==> src/rtl/cpu_pkg.sv <==
// Shared CPU definitions used by the branch predictor and the pipeline.
//   CPU_ADDR_W      : default PC width
//   cnt_op_t        : operation selector for saturating counters
//   ctr_reset_val() : weakly-not-taken counter value (MSB=0, rest 1)
//   ctr_alloc_val() : weakly-taken counter value (MSB=1, rest 0)
//   bp_update_t     : branch resolution bundle carried by the ID/EX register
package cpu_pkg;

    localparam int unsigned CPU_ADDR_W = 32;

    typedef enum logic [1:0] {
        CNT_HOLD,
        CNT_INC,
        CNT_DEC,
        CNT_LOAD
    } cnt_op_t;

    // Returned 32 bits wide; callers truncate to their own counter width.
    function automatic logic [31:0] ctr_reset_val(input int unsigned w);
        return (32'd1 << (w - 1)) - 32'd1;
    endfunction

    function automatic logic [31:0] ctr_alloc_val(input int unsigned w);
        return 32'd1 << (w - 1);
    endfunction

    typedef struct packed {
        logic                  en;
        logic [CPU_ADDR_W-1:0] pc;
        logic                  taken;
        logic [CPU_ADDR_W-1:0] target;
        logic                  pred_taken;
        logic [CPU_ADDR_W-1:0] pred_target;
    } bp_update_t;

endpackage

==> src/rtl/sat_counter.sv <==
// Saturating up/down counter with parallel load.
//   clk, reset : clock, synchronous active-high reset to RST_VAL
//   op         : hold / increment / decrement / load
//   load_val   : value taken on CNT_LOAD
//   q          : current count; never wraps past '1 or below '0
module sat_counter
    import cpu_pkg::*;
#(
    parameter int unsigned  W       = 2,
    parameter logic [W-1:0] RST_VAL = '0
) (
    input  logic         clk,
    input  logic         reset,
    input  cnt_op_t      op,
    input  logic [W-1:0] load_val,
    output logic [W-1:0] q
);

    always_ff @(posedge clk) begin
        if (reset) begin
            q <= RST_VAL;
        end else begin
            unique case (op)
                CNT_INC:  if (q != '1) q <= q + W'(1);
                CNT_DEC:  if (q != '0) q <= q - W'(1);
                CNT_LOAD: q <= load_val;
                default:  ;
            endcase
        end
    end

endmodule

==> src/rtl/btb_predictor.sv <==
// Direct-mapped branch target buffer with per-entry saturating direction
// counters, mispredict detection and saturating performance counters.
//   if_pc / pred_taken / pred_target : zero-latency lookup for fetch
//   upd_*                            : resolved branch from EX, applied at edge
//   upd_mispredict                   : combinational redirect request
//   inv_all                          : clear every valid bit next edge
//   perf_updates / perf_mispredicts  : saturating event counters
module btb_predictor
    import cpu_pkg::*;
#(
    parameter int unsigned ADDR_W  = CPU_ADDR_W,
    parameter int unsigned ENTRIES = 16,
    parameter int unsigned CNT_W   = 2,
    parameter int unsigned PERF_W  = 32
) (
    input  logic              clk,
    input  logic              reset,
    input  logic [ADDR_W-1:0] if_pc,
    output logic              pred_taken,
    output logic [ADDR_W-1:0] pred_target,
    input  logic              upd_en,
    input  logic [ADDR_W-1:0] upd_pc,
    input  logic              upd_taken,
    input  logic [ADDR_W-1:0] upd_target,
    input  logic              upd_pred_taken,
    input  logic [ADDR_W-1:0] upd_pred_target,
    output logic              upd_mispredict,
    input  logic              inv_all,
    output logic [PERF_W-1:0] perf_updates,
    output logic [PERF_W-1:0] perf_mispredicts
);

    localparam int unsigned IDX_W = $clog2(ENTRIES);
    localparam int unsigned TAG_W = ADDR_W - IDX_W - 2;

    localparam logic [CNT_W-1:0] CTR_RST   = CNT_W'(ctr_reset_val(CNT_W));
    localparam logic [CNT_W-1:0] CTR_ALLOC = CNT_W'(ctr_alloc_val(CNT_W));

    logic [ENTRIES-1:0] valid_q;
    logic [TAG_W-1:0]   tag_q    [ENTRIES];
    logic [ADDR_W-3:0]  target_q [ENTRIES];
    logic [CNT_W-1:0]   ctr_q    [ENTRIES];
    cnt_op_t            ctr_op   [ENTRIES];

    logic [IDX_W-1:0] if_idx;
    logic [IDX_W-1:0] upd_idx;
    logic [TAG_W-1:0] if_tag;
    logic [TAG_W-1:0] upd_tag;
    logic             if_hit;
    logic             upd_hit;
    logic             upd_apply;
    logic             alloc;
    logic             write_target;
    logic             unused_upd_pc_lsbs;

    assign if_idx  = if_pc[IDX_W+1:2];
    assign if_tag  = if_pc[ADDR_W-1:IDX_W+2];
    assign upd_idx = upd_pc[IDX_W+1:2];
    assign upd_tag = upd_pc[ADDR_W-1:IDX_W+2];

    assign unused_upd_pc_lsbs = ^upd_pc[1:0];

    // Lookup reads registered state only, so a same-cycle update is not seen.
    assign if_hit      = valid_q[if_idx] && (tag_q[if_idx] == if_tag);
    assign pred_taken  = if_hit && ctr_q[if_idx][CNT_W-1];
    assign pred_target = pred_taken ? {target_q[if_idx], 2'b00}
                                    : if_pc + ADDR_W'(4);

    assign upd_mispredict = upd_en &&
        ((upd_taken != upd_pred_taken) ||
         (upd_taken && (upd_target != upd_pred_target)));

    // inv_all drops the entry update but not the perf accounting.
    assign upd_hit      = valid_q[upd_idx] && (tag_q[upd_idx] == upd_tag);
    assign upd_apply    = upd_en && !inv_all;
    assign alloc        = upd_apply && !upd_hit && upd_taken;
    assign write_target = upd_apply && upd_taken;

    always_ff @(posedge clk) begin
        if (reset) begin
            valid_q <= '0;
        end else if (inv_all) begin
            valid_q <= '0;
        end else if (alloc) begin
            valid_q[upd_idx] <= 1'b1;
        end
    end

    // Tags and targets carry no reset: a cleared valid bit masks them.
    always_ff @(posedge clk) begin
        if (alloc) begin
            tag_q[upd_idx] <= upd_tag;
        end
        if (write_target) begin
            target_q[upd_idx] <= upd_target[ADDR_W-1:2];
        end
    end

    always_comb begin
        for (int unsigned i = 0; i < ENTRIES; i++) begin
            ctr_op[i] = CNT_HOLD;
            if (upd_apply && (upd_idx == IDX_W'(i))) begin
                if (upd_hit) begin
                    ctr_op[i] = upd_taken ? CNT_INC : CNT_DEC;
                end else if (upd_taken) begin
                    ctr_op[i] = CNT_LOAD;
                end
            end
        end
    end

    for (genvar g = 0; g < ENTRIES; g++) begin : g_ctr
        sat_counter #(
            .W       (CNT_W),
            .RST_VAL (CTR_RST)
        ) u_ctr (
            .clk      (clk),
            .reset    (reset),
            .op       (ctr_op[g]),
            .load_val (CTR_ALLOC),
            .q        (ctr_q[g])
        );
    end

    cnt_op_t perf_upd_op;
    cnt_op_t perf_mis_op;

    assign perf_upd_op = upd_en         ? CNT_INC : CNT_HOLD;
    assign perf_mis_op = upd_mispredict ? CNT_INC : CNT_HOLD;

    sat_counter #(
        .W       (PERF_W),
        .RST_VAL ('0)
    ) u_perf_updates (
        .clk      (clk),
        .reset    (reset),
        .op       (perf_upd_op),
        .load_val ('0),
        .q        (perf_updates)
    );

    sat_counter #(
        .W       (PERF_W),
        .RST_VAL ('0)
    ) u_perf_mispredicts (
        .clk      (clk),
        .reset    (reset),
        .op       (perf_mis_op),
        .load_val ('0),
        .q        (perf_mispredicts)
    );

endmodule

==> config.mk <==
export PLATFORM = sky130hd
export DESIGN_NAME = btb_predictor
export DESIGN_NICKNAME = d
export VERILOG_FILES = /design/src/rtl/cpu_pkg.sv /design/src/rtl/sat_counter.sv /design/src/rtl/btb_predictor.sv
export SDC_FILE = /design/constraint.sdc
export NUM_CORES = 1
export LEC_CHECK = 0
export BUFFER_PORTS_ARGS = -buffer_cell sky130_fd_sc_hd__buf_2
export CORE_MARGIN = 2
export CORE_UTILIZATION = 35
export DETAILED_ROUTE_END_ITERATION = 8
export GPL_TIMING_DRIVEN = 0
export PLACE_DENSITY = 0.6
export SLEW_MARGIN = 30
export SYNTH_ARGS = -nofsm -noshare
export SYNTH_HDL_FRONTEND = slang
export SYNTH_SLANG_ARGS = --single-unit
==> constraint.sdc <==
create_clock -name clk -period 9.1 [get_ports clk]
set_clock_uncertainty 0.05 [all_clocks]
set_input_delay 1.365 -clock clk [delete_from_list [all_inputs] [get_ports clk]]
set_output_delay 1.365 -clock clk [all_outputs]
set_load 0.05 [all_outputs]
Word-level counts from Yosys, hierarchy flattened
Memory sizes are Yosys's and may differ from the RTL's.
Cells that the tools add are included.
- add/sub/neg operators: 37
- eq/ne operators: 127
- reduce and logical (&&, ||, !) cells: 85
- magnitude comparators: 4
- bitwise logic cells: 2
- mux-type cells: 89
- operator list (operator ; count):
    $pmux 32 s3 ; 2
    $mux 32 ; 5
    $mux 2 ; 53
    $pmux 2 s3 ; 16
    $ne 2x1->1 const B ; 36
    $add 32x1->32 const B ; 2
    $eq 2x2->1 const B ; 32
    $ne 32x32->1 const B ; 2
    $reduce_bool 32->1 ; 2
    $sub 32x1->32 const B ; 2
    $reduce_and 3->1 ; 18
    $reduce_bool 3->1 ; 18
    $eq 26x26->1 ; 2
    $add 2x1->2 const B ; 16
    $add 32x3->32 const B ; 1
    $eq 2x1->1 const B ; 16
    $eq 4x4->1 const B ; 8
    $ne 2x2->1 const B ; 16
    $ne 32x32->1 ; 1
    $reduce_bool 2->1 ; 16
    $sub 2x1->2 const B ; 16
    $logic_and 1x1->1 ; 26
    $eq 4x3->1 const B ; 4
    $or 16x16->16 ; 1
    17 further kinds ; 33
- RAM bits: 896
- output and inout bits: 98
- register bits after elaboration: 112
- memories: 2
- bits of input ports: 134
- logic and storage cells: 365
- memory list (memory ; words ; width ; rd ports ; clocked after memory_dff ; wr ports ; RTL line ; text):
    target_q ; 16 ; 30 ; 1 ; 0 ; 1 ; btb_predictor.sv:41 ; logic [ADDR_W-3:0] target_q [ENTRIES];
    tag_q ; 16 ; 26 ; 2 ; 0 ; 1 ; btb_predictor.sv:40 ; logic [TAG_W-1:0] tag_q [ENTRIES];

Depth between registers and ports, before layout
Gate-level depths: netlist of run 1.
- word-level depth: 8
- depth in mapped cells: 15
- gate-level depth less buffers: 8

Cells and area by module
Synthesis of run 1 repeated with hierarchy kept, for this count alone.
- cell total of the unflattened synthesis: 3360
- area, all modules: 50299.5 um^2
- by module, submodules not included (module ; times used ; sequential area each (um^2) ; cells an instance ; area each (um^2)):
    btb_predictor ; 1 ; 27226.1 ; 2020 ; 40527.6
    sat_counter (u_perf_mispredicts ...) ; 2 ; 640.6 ; 550 ; 3915.0
    sat_counter (g_ctr[0].u_ctr ...) ; 16 ; 40.0 ; 15 ; 121.4

Least setup slack after synthesis of run 1
OpenSTA, ideal clock, no wires.
- path type: input port to output port
- from: in if_pc[3]
- to: out pred_target[2]
- arrival: 4.745 ns
- stages on the path: 11
- path buffers: 4
- path slack: 2.940 ns
- cell sequence: buf_2 -> buf_2 -> clkbuf_1 -> mux4_2 -> a221oi_1 -> xor2_1 -> nand2_1 -> a2111oi_0 -> nand4_1 -> clkbuf_1 -> mux2i_1
- cells in the longest elaborated chain, start to end: 6
- elaborated cells between the ends (all ways): 12
- those cells by class: 1 x eq/ne; 6 x mux; 1 x bitwise; 2 x reduce/logical; 2 x memory
- ends and longest elaborated chain (element ; RTL line ; text):
    start: declaration ; btb_predictor.sv:18 ; input logic [ADDR_W-1:0] if_pc,
    parallel branches: the longest is 5 deep, another holds $mem_v2 16x26 ; n/a ;
    $mux 32 * ; btb_predictor.sv:66 ; assign pred_target = pred_taken ? {target_q[if_idx], 2'b00}
    end: declaration ; btb_predictor.sv:20 ; output logic [ADDR_W-1:0] pred_target,
Mark *: on every way between the ends. The select of a mux whose other input is x is not followed.

Worst setup path in the final report of run 1
Same ends and word-level chain as after synthesis.

==> impl_metrics.json, run 1 <==
{
  "status": "finished, final reports clean",
  "worstMarginPinSlew_ps": 1120,
  "synth_ff_type": "edfxtp_1",
  "slew_viol_final": 0,
  "synth_top_family_by_area": "multiplexers",
  "start_util": 0.353,
  "wl_per_cell_microns": 31.4,
  "required_ps": 7690,
  "synth_edf_count": 896,
  "critPathKind": "primary input to output pin",
  "grt_pass1_wl_mm": 214,
  "r2r-start": "tag_q[8][0]",
  "crit_arrival_ps": 6760,
  "fp.dieH_microns": 366,
  "period_share": 0.899,
  "ant_nets": 0,
  "antenna_found_initial": 27,
  "clkPwrFrac": 0.419,
  "rows": 132,
  "dp_hpwl_mm": 105,
  "netlist_top_cells_area": "edfxtp_1, mux4_2, dfxtp_1, mux2i_1, xnor2_1",
  "cts_buffers": 106,
  "groute.usage.overall": 0.229,
  "vias": 29400,
  "yosysSeqAreaShare": 0.637,
  "ir_worst_vdd_uv": 140,
  "endpoint_kind": "output pin",
  "drcViolationCount": 0,
  "syn-cell-area_sq_mm": 0.0458,
  "p_sw_mw": 2.50,
  "p_seq_frac": 0.494,
  "synthAdderAreaFrac": 0.000820,
  "final_net_count": 3234,
  "htreeDepth": 3,
  "numPortBuffers": 219,
  "postSynthAreaPerCell_sq_um": 16.8,
  "finalWirelength_mm": 155,
  "yosysTopAreaCellShare": 0.588,
  "hold_class": "flop to flop",
  "synthXorXnorAreaFrac": 0.0279,
  "rsz0062_at_grt": "no",
  "power.total_mw": 10.3,
  "leakagePower_nw": 17.6,
  "cts_sinks": 1008,
  "finalCriticalPeriod_ps": 8180,
  "fp.coreArea_sq_mm": 0.130,
  "root_buffer": "clkbuf_16",
  "area_growth_pct": 17.7,
  "drt_iter0_drc": 4349,
  "crit_start": "if_pc[3]",
  "synth-async-reset-ratio": 0,
  "synth-simple-area-share": 0.0603,
  "insertion_delay_ps": 760,
  "gr-total-overflow": 0,
  "firstDrtPassIters": 7,
  "fillCellCount": 11600,
  "reg2reg_to": "tag_q[12][2]",
  "endpoint": "pred_target[2]",
  "r2r_slack_ps": 4320,
  "path_max_fanout": 10,
  "ff2ff_path_depth": 11,
  "yosys_warnings": 0,
  "post_cts_buffers": 0,
  "routabilityCongestion": 0.950,
  "clock_path_buffers": 3,
  "cts_resized": 0,
  "grt_start_max_net_pins": 33,
  "pwr_density_cell_mw_per_mm2": 191,
  "ys_ff_latch": 1008,
  "viasPerCell": 5.96,
  "synth_compound_area_frac": 0.0482,
  "hold_violations": 0,
  "syn-num-nets": 2861,
  "start_kind": "primary input",
  "synth_cells": 2724,
  "relSlewSlack": 0.255,
  "ioPinCount": 232,
  "cts_tree": "yes",
  "yosysTopAreaCell": "edfxtp_1",
  "setup_viol": 0,
  "die_area_sq_mm": 0.134,
  "die_x_microns": 366,
  "grt_pass1_vias": 27800,
  "drv_cap": 0,
  "synthMuxAreaShare": 0.204,
  "p_sw_frac": 0.244,
  "layout_commonest_cell": "edfxtp_1",
  "synth.distinct_cells": 74,
  "combPwrFrac": 0.086,
  "final_cell_mix": "edfxtp_1, mux4_2, buf_2",
  "p_int_mw": 7.77,
  "drive_gt1_frac": 0.298,
  "holdWs_ps": 429,
  "cts-hold-fix-buffers": 0,
  "setup_tns_ps": 0,
  "path_clk_slew_ps": 60,
  "max_freq_mhz": 122
}
==> cell families (layout without fill, tap and decap cells) <==
kind of cell / after synthesis / after routing
flip-flops: 1008 / 1008
AND/OR/NAND/NOR: 548 / 548
multiplexers: 484 / 484
AO/OA/AOI/OAI: 309 / 309
buffers and inverters: 226 / 687
XOR/XNOR: 146 / 146
adder cells (fa/ha/maj): 3 / 3
other: 0 / 13
==> cell usage after synthesis, drive strengths merged (64+ instances only) <==
| library cell | count |
|---|---|
| buf | 83 |
| clkbuf | 79 |
| dfxtp | 112 |
| edfxtp | 896 |
| inv | 64 |
| mux2i | 87 |
| mux4 | 355 |
| nand2 | 138 |
| nor2 | 127 |
| o21ai | 78 |
| xnor2 | 73 |
| xor2 | 73 |
==> state kept, by name, summed over array words and instances (netlist names) <==
name and flops:
u_perf_mispredicts.q 32, g_ctr.u_ctr.q 32, valid_q 16, target_q 480, tag_q 416, u_perf_updates.q 32
==> power by group through the flow <==
stage	Clock (mW)	Combinational [mW]	Sequential, mW
floorplan	0	0.486	5.18
global placement	0	0.858	5.17
detailed placement	0	0.872	5.17
CTS	4.35	0.875	5.07
global route	4.52	0.920	5.07
finish	4.31	0.887	5.07
==> through the flow <==
stage                     area, sq um  setup slack (ps)  std cells  utilization
after global placement          49000             -36.3       4685        0.378
final                           53900               921       4940        0.415
after CTS                       53800               686       4925        0.415
after floorplan                 45800              2940       2724            -
after detailed placement        50400               708       4729        0.388
after global routing            53800               819       4928        0.415
==> routing by layer <==
| metal | GRT usage | vias to the layer above | part of all wire |
|---|---|---|---|
| li1 | - | 11900 | - |
| met1 | 0.319 | 15300 | 0.40 |
| met2 | 0.338 | 1843 | 0.44 |
| met3 | 0.0587 | 369 | 0.11 |
| met4 | 0.0981 | 28 | 0.044 |
| met5 | 0 | - | 0.0012 |
==> final cells by class <==
cell class,instances,area (sq um),share of cell area
inverters,64,280,0.00520
repair buffers,265,2250,0.0417
plain buffers,162,778,0.0145
well taps,1742,2180,0.0405
multi-input cells,1490,15800,0.292
clock inverters,58,592,0.0110
clock buffers,138,2840,0.0528
diodes,13,32.5,0.000604
flip-flops and latches,1008,29100,0.541
==> how the worst min path moves through the flow <==
stage	start	endpoint	slack, ps	depth (start not counted)
floorplan	valid_q[14]	valid_q[14]	390	2
global placement	valid_q[3]	valid_q[3]	410	2
detailed placement	valid_q[8]	valid_q[8]	420	2
CTS	valid_q[8]	valid_q[8]	430	2
global route	valid_q[10]	valid_q[10]	450	2
finish	valid_q[8]	valid_q[8]	430	2
==> worst max-delay path: stages <==
cell and delay, ps:
buf_2 180, buf_2 440, buf_2 510, clkbuf_1 700, mux4_2 460, a221oi_2 730
xnor2_1 110, a2111oi_0 430, nand4_1 390, clkbuf_1 540, mux2i_1 500, buf_2 350
Power figures use the tool's default switching activity.
==> run 2: changes to the inputs <==
--- a/config.mk
+++ b/config.mk
@@ -6,11 +6,11 @@
 export NUM_CORES = 1
 export LEC_CHECK = 0
 export BUFFER_PORTS_ARGS = -buffer_cell sky130_fd_sc_hd__buf_2
+export CAP_MARGIN = 30
 export CORE_MARGIN = 2
 export CORE_UTILIZATION = 35
 export DETAILED_ROUTE_END_ITERATION = 8
 export GPL_TIMING_DRIVEN = 0
-export PLACE_DENSITY = 0.6
 export SLEW_MARGIN = 30
 export SYNTH_ARGS = -nofsm -noshare
 export SYNTH_HDL_FRONTEND = slang
==> run 2 against run 1 <==
  * The run now ends with design-rule violations left
  * Register-to-register slack is essentially flat
  * Combinational power about the same
  * Sequential power barely moved
  * Cell area grew 0.24%
  * Critical path type unchanged
==> impl_metrics.json, run 2 (same netlist as run 1, synthesis figures left out) <==
{
  "antenna_found_initial": 25,
  "path_max_fanout": 10,
  "endpoint_kind": "output pin",
  "violations": "design-rule violations",
  "drcViolationCount": 1,
  "hold_class": "flop to flop",
  "grt_pass1_wl_mm": 214,
  "holdWs_ps": 428,
  "clock_path_buffers": 3,
  "cts-hold-fix-buffers": 0,
  "slowest_delay_ps": 680,
  "die_x_microns": 366,
  "setup_viol": 0,
  "finalWirelength_mm": 155,
  "power.total_mw": 10.4,
  "htreeDepth": 3,
  "crit_arrival_ps": 6660,
  "status": "finished with violations",
  "finalCriticalPeriod_ps": 8080,
  "grt_start_max_net_pins": 33,
  "die_area_sq_mm": 0.134,
  "fp.coreArea_sq_mm": 0.130,
  "grt_pass1_vias": 27800,
  "regMostFlops": "target_q",
  "start_kind": "primary input",
  "start_util": 0.353,
  "period_share": 0.888,
  "cp_top_family": "buffers and inverters",
  "groute.usage.overall": 0.229,
  "insertion_delay_ps": 750,
  "relSlewSlack": 0.325,
  "fin_area_sq_mm": 0.0540,
  "required_ps": 7690,
  "dp_hpwl_mm": 105,
  "layout_commonest_cell": "edfxtp_1",
  "cts_sinks": 1008,
  "dp_slack_ps": 765,
  "rsz0062_at_grt": "no",
  "crit_buf_inv": 7,
  "drive_gt1_frac": 0.297,
  "numPortBuffers": 219,
  "worstMarginPinSlew_ps": 1010,
  "wl_per_cell_microns": 31.4,
  "drt_iter0_drc": 4188,
  "worst_slack_ps": 1020,
  "cts_tree": "yes",
  "rows": 132,
  "final_cell_mix": "edfxtp_1, mux4_2, buf_2",
  "crit_slowest_cell": "clkbuf_1",
  "viasPerCell": 5.96,
  "routabilityCongestion": 0.950,
  "critPathKind": "primary input to output pin",
  "hold_violations": 0,
  "reg_top3": "target_q: 480 flops, tag_q: 416 flops",
  "cpMostUsedCell": "buf_2",
  "area_growth_pct": 17.9,
  "placed_area_sq_mm": 0.0504,
  "post_cts_buffers": 0,
  "root_buffer": "clkbuf_16",
  "slew_viol_final": 0,
  "final_net_count": 3234,
  "pwr_density_cell_mw_per_mm2": 193,
  "max_freq_mhz": 124,
  "largest_register_ff_count": 480,
  "cts_resized": 0,
  "drv_cap": 0,
  "ioPinCount": 232,
  "gr-total-overflow": 0,
  "cts_buffers": 105,
  "fp.dieH_microns": 366,
  "vias": 29400,
  "crit_chain": "buf_2, buf_2, buf_2, clkbuf_1, mux4_2, a221oi_1, buf_2, xor2_1, nand2_1, a2111oi_0, nand4_1, clkbuf_1, mux2i_1, buf_2",
  "firstDrtPassIters": 9,
  "path_clk_slew_ps": 70,
  "ir_worst_vdd_uv": 139,
  "leakagePower_nw": 17.6,
  "ant_nets": 0
}
run 2: tightest hold or removal path, delay by kind of cell, from the launching register on:
kind            cells  cell delay (ps)
simple gates        1               50
compound gates      1               50
flops               1              320
run 2: layer usage:
layer	global-route usage	share of wire	up-vias
met5	0	0.00089	-
met4	0.0800	0.035	22
met3	0.0608	0.11	326
met2	0.346	0.45	1805
met1	0.317	0.40	15300
li1	-	-	11900
run 2: path summary, 6_finish.rpt:
| kind | start | endpoint | slack [ps] | depth (start not counted) |
|---|---|---|---|---|
| min reg2reg | valid_q[2] | valid_q[2] | 430 | 2 |
| max reg2reg | tag_q[8][0] | tag_q[12][2] | 4330 | 11 |
| max | if_pc[3] | pred_target[2] | 1020 | 14 |
| min | valid_q[2] | valid_q[2] | 430 | 2 |
run 2: stage by stage:
stage,TNS [ps],util,std cells
floorplan,0,-,2724
global placement,-2020,0.378,4685
detailed placement,0,0.388,4729
CTS,0,0.416,4925
global route,0,0.416,4929
finish,0,0.416,4934
run 2: cell type report:
type / instances / area, sq um
Inverter: 64 / 280
Timing Repair Buffer: 266 / 2260
Buffer: 162 / 779
Clock buffer: 140 / 2850
Fill cell: 11600 / 75700
Antenna cell: 6 / 15.0
Tap cell: 1742 / 2180
Sequential cell: 1008 / 29100
Multi-Input combinational cell: 1490 / 15800
Clock inverter: 56 / 718
run 2: power breakdown:
group | total, mW | switching, mW | internal (mW)
Sequential | 5.07 | 0.0125 | 5.06
Combinational | 0.887 | 0.578 | 0.309
Clock | 4.45 | 1.89 | 2.56
Total | 10.4 | 2.48 | 7.93
